### config.mk
export PLATFORM = sky130hd
export DESIGN_NAME = numpad_entry_buffer
export DESIGN_NICKNAME = d
export VERILOG_FILES = /design/src/rtl/numpad_pkg.sv /design/src/rtl/numpad_entry_buffer_key_event_filter.sv /design/src/rtl/numpad_entry_buffer.sv
export SDC_FILE = /design/constraint.sdc
export NUM_CORES = 1
export LEC_CHECK = 0
export BUFFER_PORTS_ARGS = -buffer_cell sky130_fd_sc_hd__buf_2
export CAP_MARGIN = 20
export CORE_ASPECT_RATIO = 1.25
export CORE_MARGIN = 3
export CORE_UTILIZATION = 40
export CTS_CLUSTER_DIAMETER = 60
export DETAILED_ROUTE_END_ITERATION = 8
export GPL_TIMING_DRIVEN = 0
export PLACE_DENSITY = 0.6
export SLEW_MARGIN = 20
export SYNTH_ARGS = -nofsm -noshare
export SYNTH_HDL_FRONTEND = slang
export SYNTH_SLANG_ARGS = --single-unit
### constraint.sdc
create_clock -name i_clk -period 2.5 [get_ports i_clk]
set_input_delay 0.125 -clock i_clk [delete_from_list [all_inputs] [get_ports i_clk]]
set_output_delay 0.125 -clock i_clk [all_outputs]
set_load 0.01 [all_outputs]
### src/rtl/numpad_pkg.sv
// Shared scan codes, entry-buffer states and decoded key actions for the numpad entry engine.
package numpad_pkg;

  localparam logic [3:0] BLANK_BCD = 4'hF;

  localparam logic [8:0] SC_0        = 9'h070;
  localparam logic [8:0] SC_1        = 9'h069;
  localparam logic [8:0] SC_2        = 9'h072;
  localparam logic [8:0] SC_3        = 9'h07A;
  localparam logic [8:0] SC_4        = 9'h06B;
  localparam logic [8:0] SC_5        = 9'h073;
  localparam logic [8:0] SC_6        = 9'h074;
  localparam logic [8:0] SC_7        = 9'h06C;
  localparam logic [8:0] SC_8        = 9'h075;
  localparam logic [8:0] SC_9        = 9'h07D;
  localparam logic [8:0] SC_BKSP     = 9'h066;
  localparam logic [8:0] SC_ESC      = 9'h076;
  localparam logic [8:0] SC_ENTER    = 9'h05A;
  localparam logic [8:0] SC_KP_ENTER = 9'h15A;

  typedef enum logic [1:0] {
    EMPTY = 2'd0,
    EDIT  = 2'd1,
    HOLD  = 2'd2
  } entry_state_t;

  typedef enum logic [2:0] {
    ACT_NONE  = 3'd0,
    ACT_DIGIT = 3'd1,
    ACT_BKSP  = 3'd2,
    ACT_ESC   = 3'd3,
    ACT_ENTER = 3'd4
  } key_act_t;

  // Returns {is_digit, value}.
  function automatic logic [4:0] scan_to_digit(input logic [8:0] code);
    logic [4:0] res;
    res = 5'd0;
    case (code)
      SC_0: res = {1'b1, 4'd0};
      SC_1: res = {1'b1, 4'd1};
      SC_2: res = {1'b1, 4'd2};
      SC_3: res = {1'b1, 4'd3};
      SC_4: res = {1'b1, 4'd4};
      SC_5: res = {1'b1, 4'd5};
      SC_6: res = {1'b1, 4'd6};
      SC_7: res = {1'b1, 4'd7};
      SC_8: res = {1'b1, 4'd8};
      SC_9: res = {1'b1, 4'd9};
      default: res = 5'd0;
    endcase
    return res;
  endfunction

endpackage

### src/rtl/numpad_entry_buffer_key_event_filter.sv
// Qualifies key events (enable, make/break, typematic repeat) and decodes them into a
// single-cycle action pulse; only the held-key tracking is registered.
module key_event_filter
  import numpad_pkg::*;
#(
  parameter int ACCEPT_REPEAT = 0
) (
  input  logic       i_clk,
  input  logic       i_rst,
  input  logic       i_en,
  input  logic       i_key_valid,
  input  logic [8:0] i_last_change,
  input  logic       i_key_is_down,
  output logic       o_evt,
  output key_act_t   o_act,
  output logic [3:0] o_digit
);

  logic [8:0] r_held_code;
  logic       r_held;
  logic       w_make;
  logic       w_break;
  logic       w_repeat;
  logic       w_accept;
  logic [4:0] w_dig;
  key_act_t   w_act;

  assign w_make   = i_key_valid & i_key_is_down;
  assign w_break  = i_key_valid & ~i_key_is_down;
  assign w_repeat = r_held && (i_last_change == r_held_code);
  assign w_accept = i_en && w_make && ((ACCEPT_REPEAT != 0) || !w_repeat);
  assign w_dig    = scan_to_digit(i_last_change);

  always_comb begin
    w_act = ACT_NONE;
    if (w_dig[4])                                                   w_act = ACT_DIGIT;
    else if (i_last_change == SC_BKSP)                              w_act = ACT_BKSP;
    else if (i_last_change == SC_ESC)                               w_act = ACT_ESC;
    else if (i_last_change == SC_ENTER || i_last_change == SC_KP_ENTER) w_act = ACT_ENTER;
  end

  assign o_evt   = w_accept && (w_act != ACT_NONE);
  assign o_act   = w_act;
  assign o_digit = w_dig[3:0];

  // Breaks are tracked even while disabled so a key released during en=0 is not stuck held.
  always_ff @(posedge i_clk or negedge i_rst) begin
    if (!i_rst) begin
      r_held_code <= 9'd0;
      r_held      <= 1'b0;
    end else if (i_en && w_make) begin
      r_held_code <= i_last_change;
      r_held      <= 1'b1;
    end else if (w_break && w_repeat) begin
      r_held      <= 1'b0;
    end
  end

endmodule

### src/rtl/numpad_entry_buffer.sv
// Numeric entry engine: right-entered BCD buffer with backspace, clear and enter-to-commit,
// committed value handed off through a valid/ready handshake.
module numpad_entry_buffer
  import numpad_pkg::*;
#(
  parameter int DIGITS        = 4,
  parameter int OVF_SHIFT     = 0,
  parameter int ACCEPT_REPEAT = 0
) (
  input  logic                  i_clk,
  input  logic                  i_rst,
  input  logic                  i_en,
  input  logic                  i_key_valid,
  input  logic [8:0]            i_last_change,
  input  logic                  i_key_is_down,
  output logic [4*DIGITS-1:0]   o_disp_bcd,
  output logic [3:0]            o_len,
  output logic                  o_commit_valid,
  input  logic                  i_commit_ready,
  output logic [4*DIGITS-1:0]   o_commit_bcd,
  output logic [3:0]            o_commit_len,
  output logic                  o_overflow,
  output logic                  o_busy
);

  localparam logic [3:0]          LEN_MAX   = 4'(DIGITS);
  localparam logic [4*DIGITS-1:0] ALL_BLANK = {DIGITS{BLANK_BCD}};

  entry_state_t        r_state;
  logic [4*DIGITS-1:0] r_buf;
  logic [3:0]          r_len;
  logic                r_commit_valid;
  logic [4*DIGITS-1:0] r_commit_bcd;
  logic [3:0]          r_commit_len;
  logic                r_overflow;
  logic                r_busy;

  logic                w_evt;
  key_act_t            w_act;
  logic [3:0]          w_digit;
  logic [4*DIGITS+3:0] w_cat_up;
  logic [4*DIGITS+3:0] w_cat_dn;
  logic [4*DIGITS-1:0] w_shift_up;
  logic [4*DIGITS-1:0] w_shift_dn;

  key_event_filter #(.ACCEPT_REPEAT(ACCEPT_REPEAT)) u_filter (
    .i_clk         (i_clk),
    .i_rst         (i_rst),
    .i_en          (i_en),
    .i_key_valid   (i_key_valid),
    .i_last_change (i_last_change),
    .i_key_is_down (i_key_is_down),
    .o_evt         (w_evt),
    .o_act         (w_act),
    .o_digit       (w_digit)
  );

  // Widened concatenations keep the shifts legal down to DIGITS=1.
  assign w_cat_up   = {r_buf, w_digit};
  assign w_cat_dn   = {BLANK_BCD, r_buf};
  assign w_shift_up = w_cat_up[4*DIGITS-1:0];
  assign w_shift_dn = w_cat_dn[4*DIGITS+3:4];

  always_ff @(posedge i_clk or negedge i_rst) begin
    if (!i_rst) begin
      r_state        <= EMPTY;
      r_buf          <= ALL_BLANK;
      r_len          <= 4'd0;
      r_commit_valid <= 1'b0;
      r_commit_bcd   <= ALL_BLANK;
      r_commit_len   <= 4'd0;
      r_overflow     <= 1'b0;
      r_busy         <= 1'b0;
    end else begin
      r_overflow <= 1'b0;
      case (r_state)
        EMPTY: begin
          if (w_evt && w_act == ACT_DIGIT) begin
            r_buf   <= w_shift_up;
            r_len   <= 4'd1;
            r_state <= EDIT;
          end
        end
        EDIT: begin
          if (w_evt) begin
            case (w_act)
              ACT_DIGIT: begin
                if (r_len < LEN_MAX) begin
                  r_buf <= w_shift_up;
                  r_len <= r_len + 4'd1;
                end else begin
                  if (OVF_SHIFT != 0) r_buf <= w_shift_up;
                  r_overflow <= 1'b1;
                end
              end
              ACT_BKSP: begin
                r_buf <= w_shift_dn;
                r_len <= r_len - 4'd1;
                if (r_len == 4'd1) r_state <= EMPTY;
              end
              ACT_ESC: begin
                r_buf   <= ALL_BLANK;
                r_len   <= 4'd0;
                r_state <= EMPTY;
              end
              ACT_ENTER: begin
                r_commit_bcd   <= r_buf;
                r_commit_len   <= r_len;
                r_commit_valid <= 1'b1;
                r_buf          <= ALL_BLANK;
                r_len          <= 4'd0;
                r_busy         <= 1'b1;
                r_state        <= HOLD;
              end
              default: ;
            endcase
          end
        end
        HOLD: begin
          // A handshake and an ESC in the same cycle land in the same place; the value counts as delivered.
          if ((r_commit_valid && i_commit_ready) || (w_evt && w_act == ACT_ESC)) begin
            r_commit_valid <= 1'b0;
            r_busy         <= 1'b0;
            r_state        <= EMPTY;
          end
        end
        default: begin
          r_state <= EMPTY;
          r_busy  <= 1'b0;
        end
      endcase
    end
  end

  assign o_disp_bcd     = r_buf;
  assign o_len          = r_len;
  assign o_commit_valid = r_commit_valid;
  assign o_commit_bcd   = r_commit_bcd;
  assign o_commit_len   = r_commit_len;
  assign o_overflow     = r_overflow;
  assign o_busy         = r_busy;

endmodule

* After elaboration in Yosys (flattened, before gate mapping)
Index checks and enable logic that the tools add are counted.
** Word-level totals
- Output and inout bits :: 43
- Register bits after elaboration :: 55
- Word-level logic and storage cells :: 101
** Operators by class
- Magnitude comparators :: 1
- Mux-type cells :: 32
- Eq/ne operators :: 30
- $add $sub $neg :: 2
- Bitwise logic cells :: 4
- Reductions and logical operators :: 22
** Operators by type and width (count)
- $eq A9 B7 Y1 const B :: 13
- $pmux W5 S10 :: 1
- $mux W16 :: 3
- $pmux W16 S3 :: 1
- $pmux W16 S2 :: 1
- $mux W3 :: 4
- $mux W4 :: 3
- $pmux W2 S3 :: 2
- $pmux W4 S3 :: 1
- $reduce_and A5 Y1 :: 2
- $eq A9 B9 Y1 :: 1
- $eq A9 B9 Y1 const B :: 1
- $mux W1 :: 9
- $logic_and A1 B1 Y1 :: 8
- $mux W2 :: 4
- $pmux W4 S2 :: 1
- $reduce_and A4 Y1 :: 2
- $eq A3 B2 Y1 const B :: 2
- $ne A2 B2 Y1 const B :: 3
- $ne A3 B3 Y1 const B :: 2
- $reduce_bool A2 Y1 :: 3
- $add A4 B1 Y4 const B :: 1
- $eq A4 B1 Y1 const B :: 1
- $lt A4 B3 Y1 const B :: 1
- 18 further kinds :: 21

* Depth between registers and ports, before layout
- Depth in word-level cells :: 12
- Depth in mapped cells :: 9
- Gate-level depth less buffers :: 6

* Hierarchy
A second synthesis with hierarchy kept.
** Second synthesis, totals
- Cells, all modules :: 283
- Area total of the unflattened synthesis :: 3233.1 um^2
** Modules (own cells, without submodules)
- numpad_entry_buffer :: cells each 198, area each 2454.9 um^2, times used 1, seq. area each 1166.1 um^2
- key_event_filter :: cells each 85, area each 778.2 um^2, times used 1, seq. area each 250.2 um^2

* Worst setup path after synthesis
No wires, ideal clock.
- Path kind :: register to register
- Start point :: reg r_state[1]
- End point :: reg r_commit_len[3], in the netlist o_commit_len[3]
- Cell stages (with the launch flop) :: 7
- Path slack :: 0.573 ns
- Library setup time :: 0.125 ns
- Period minus slack after synthesis :: 1.927 ns
- Buffers on the path :: 1
- Data arrival time :: 1.802 ns
- Cells stage by stage :: dfrtp_1 > inv_1 > nand2_1 > or3_4 > a211oi_4 > buf_6 > mux2_4
** Between the ends
- Cells in the longest elaborated chain, start to end :: 2
** RTL lines
- start: declaration :: line numpad_entry_buffer.sv:29 : entry_state_t r_state;
- start signal: assignment :: line numpad_entry_buffer.sv:66 : r_state <= EMPTY;
- start signal: assignment :: line numpad_entry_buffer.sv:81 : r_state <= EDIT;
- start signal: assignment :: line numpad_entry_buffer.sv:99 : if (r_len == 4'd1) r_state <= EMPTY;
- $eq A2 B1 Y1 :: line numpad_entry_buffer.sv:76 : case (r_state)
- $reduce_and A3 Y1 (no source line)
- end signal: assignment :: line numpad_entry_buffer.sv:108 : r_commit_len <= r_len;
- end: declaration :: line numpad_entry_buffer.sv:34 : logic [3:0] r_commit_len;
Every way passes these cells.
A chain may end at the register's enable or synchronous reset.

* Worst setup path after layout
Ends and elaborated chain as after synthesis.

==> flow_metrics.env <==
export IMPL_worstHoldPathType="primary input to flip-flop"
export IMPL_vias=2325
export IMPL_status="finished, final reports clean"
export IMPL_ir_worst_vdd_uv=387
export IMPL_grt_util_all_layers_pct=16.3
export IMPL_ys_ff_latch=55
export IMPL_dp_cells=420
export IMPL_crit_path_end_kind="flip-flop"
export IMPL_fin_tns_setup_ns=0
export IMPL_power_share_sequential_pct=54.3
export IMPL_synth_simple_area_share_pct=14.1
export IMPL_synth_xor_area_share_pct=3.56
export IMPL_wl_per_cell_um=15.8
export IMPL_htreeDepth=2
export IMPL_clk_insertion_delay_late_ns=0.32
export IMPL_cts_resized=0
export IMPL_synthArstFlopShare_pct=100
export IMPL_synthMuxAreaShare_pct=13.1
export IMPL_avgSynthCellArea_sq_um=10.8
export IMPL_finalNonFillerCells=429
export IMPL_num_antenna_cells=0
export IMPL_drcViolationCount=0
export IMPL_drtPass1Iterations=4
export IMPL_period_share_pct=85.6
export IMPL_numCtsBuffers=5
export IMPL_grt_pass1_wl_mm=11.2
export IMPL_p_total_mw=1.74
export IMPL_p_switching_mw=0.433
export IMPL_post_synth_num_cell_types=59
export IMPL_final_setup_viol_count=0
export IMPL_cts_num_sinks=55
export IMPL_p_clk_share_pct=35.6
export IMPL_max_freq_mhz=467
export IMPL_slowest_delay_ns=0.45
export IMPL_n_fill_cell=707
export IMPL_crit_chain="inv_1, nand2_1, or3_4, a211oi_4, buf_6, mux2_4"
export IMPL_drv_cap=0
export IMPL_wl_mm=6.80
export IMPL_place_ws_ns=0.307
export IMPL_crit_type="flip-flop to flip-flop"
export IMPL_startpoint_type="flip-flop"
export IMPL_synth_edf_count=0
export IMPL_synth_top_family_by_area="compound AO/OA/AOI/OAI gates"
export IMPL_yosysWarningCount=0
export IMPL_crit_family="simple AND/OR/NAND/NOR gates"
export IMPL_leakage_nw=1.50
export IMPL_worst_hold_slack_ns=0.0497
export IMPL_ys_top_cells_by_count="dfstp_2 (32), o21ai_0 (28), nand2_1 (25), dfrtp_1 (23), nor2_1 (14)"
export IMPL_gp_congestion=0.785
export IMPL_io_buffers=56
export IMPL_yosysTopAreaCellShare_pct=28.5
export IMPL_grt_pass1_vias=2302
export IMPL_initial_core_util_pct=41.8
export IMPL_grt_max_degree=56
export IMPL_crit_fanout=10
export IMPL_clock_path_buffers=2
export IMPL_syn_num_nets=292
export IMPL_swShare_pct=24.9
export IMPL_core_sq_um=7060
export IMPL_syn_inst=274
export IMPL_cts_tree="done"
export IMPL_antenna_found_initial=0
export IMPL_ant_nets=0
export IMPL_synth_compound_area_share_pct=15.7
export IMPL_yosysTopAreaCell="dfstp_2"
export IMPL_critPathSlowestCell="dfrtp_1"
export IMPL_rsz0062_at_grt="no"
export IMPL_drive_gt1_share_pct=40.4
export IMPL_syn_area_sq_um=2950
export IMPL_cts_root_buf="clkbuf_8"
export IMPL_yosysMostFrequentCell="dfstp_2"
export IMPL_cp_required_ns=2.72
export IMPL_grt_remaining_overflow=0
export IMPL_worst_slack_ns=0.360
export IMPL_synth_top_cells_by_area="dfstp_2 (29%), dfrtp_1 (20%), mux2_4 (5.1%)"
export IMPL_clkTransAtPathRegs_ns=0.11
export IMPL_synth_ff_type="dfstp_2"
export IMPL_combPwrFrac_pct=10.1
export IMPL_worstPathArrival_ns=2.36
export IMPL_pin_count=58
export IMPL_rows=34
export IMPL_synth_seq_area_share_pct=48.0
export IMPL_slew_violations=0
export IMPL_area_growth_pct=17.6
export IMPL_fin_crit_ns=2.14
export IMPL_layout_nets=356
export IMPL_power_internal_mw=1.31
export IMPL_crit_buf_inv=2
export IMPL_synth_adder_area_share_pct=1.27
export IMPL_relSlewSlack_pct=39.0
export IMPL_drtIter0Drc=98
export IMPL_p_per_area_nw_per_um2=503
export IMPL_die_area_sq_um=8450
export IMPL_finalHoldViolCount=0
export IMPL_tightest_slew_ns=0.906
export IMPL_die_h_um=102
export IMPL_die_width_um=82.8
export IMPL_vias_per_cell=5.42
export IMPL_place_hpwl_mm=4.83
export IMPL_clock_skew_ns=0.0156
worst reg2reg max path, delay by kind of cell, from the launching register on:
kind | cells | cell delay, ns
flops | 1 | 0.45
buf+inv | 2 | 0.34
mux | 1 | 0.31
simple gates | 2 | 0.54
compound gates | 1 | 0.40
worst paths after layout:
kind / from / to / slack, ns / cells after the start
worst max-delay path: r_state[1] / o_commit_len[3] / 0.36 / 6
worst min-delay path: i_key_is_down / u_filter.r_held / 0.05 / 3
worst max register to register: r_state[1] / o_commit_len[3] / 0.36 / 6
worst min register to register: o_disp_bcd[14] / o_disp_bcd[14] / 0.51 / 2
max in group asynchronous: i_rst / u_filter.r_held_code[4] / 1.66 / 2
min in group asynchronous: i_rst / o_len[3] / 0.39 / 2
cell usage in the layout, fill, tap and decap left out, drive strengths merged, types with 3 or more instances in the layout:
| master | netlist | routed |
|---|---|---|
| buf | 11 | 67 |
| dfstp | 32 | 32 |
| mux2 | 30 | 30 |
| o21ai | 28 | 28 |
| nand2 | 26 | 26 |
| dfrtp | 23 | 23 |
| nor2 | 14 | 14 |
| a21oi | 13 | 13 |
| clkbuf | 7 | 12 |
| xnor2 | 8 | 8 |
| nand3 | 8 | 8 |
| o22ai | 8 | 8 |
| inv | 5 | 7 |
| nor2b | 5 | 5 |
| nand2b | 5 | 5 |
| xor2 | 4 | 4 |
| a211oi | 4 | 4 |
| a31oi | 3 | 3 |
| ha | 3 | 3 |
| or3 | 3 | 3 |
| o221ai | 3 | 3 |
cells by family after synthesis:
kind of cell / Yosys count
adder cells (fa/ha/maj): 3
AND/OR/NAND/NOR: 78
multiplexers: 31
XOR/XNOR: 12
flip-flops: 55
buffers and inverters: 23
AO/OA/AOI/OAI: 72
registers in the layout, indices dropped and copies added (netlist names):
| name | flops |
|---|---|
| o_commit_bcd | 16 |
| o_disp_bcd | 16 |
| u_filter.r_held_code | 9 |
| o_commit_len | 4 |
| o_len | 4 |
| r_state | 2 |
| o_busy | 1 |
| o_commit_valid | 1 |
| o_overflow | 1 |
| u_filter.r_held | 1 |
power by group through the flow:
stage               clock [mW]  sequential [mW]  combinational [mW]
floorplan                    0            0.958               0.122
global placement             0            0.960               0.175
detailed placement           0            0.962               0.178
CTS                      0.640            0.947               0.180
global route             0.674            0.951               0.199
finish                   0.620            0.947               0.177
routing by layer:
layer | GRT usage, % | vias up | share of wire (%)
met1 | 19.8 | 1118 | 44
li1 | - | 1112 | -
met3 | 2.98 | 16 | 5.4
met4 | 7.80 | 0 | 3.0
met5 | 0 | - | 0
met2 | 28.1 | 79 | 48
cell type report:
class	instances	area [sq um]	area share, %
multi-input combinational	196	1410	40.5
timing repair buffer	57	293	8.44
clock buffer	5	68.8	1.98
clock inverter	3	45.0	1.30
inverter	5	18.8	0.541
sequential	55	1420	40.8
tap	90	113	3.25
buffer	18	108	3.10
stage by stage:
step	instance area [sq um]	util, %
floorplan	2950	-
global placement	3340	47.3
detailed placement	3340	47.4
CTS	3470	49.1
global route	3470	49.1
finish	3470	49.1
what timing repair did:
action | CTS | global route
hold buffers | 1 | 0
hold endpoints to repair | 23 | 0
buffers inserted | 0 | 0
No activity file was read; power rests on OpenSTA's default activity.
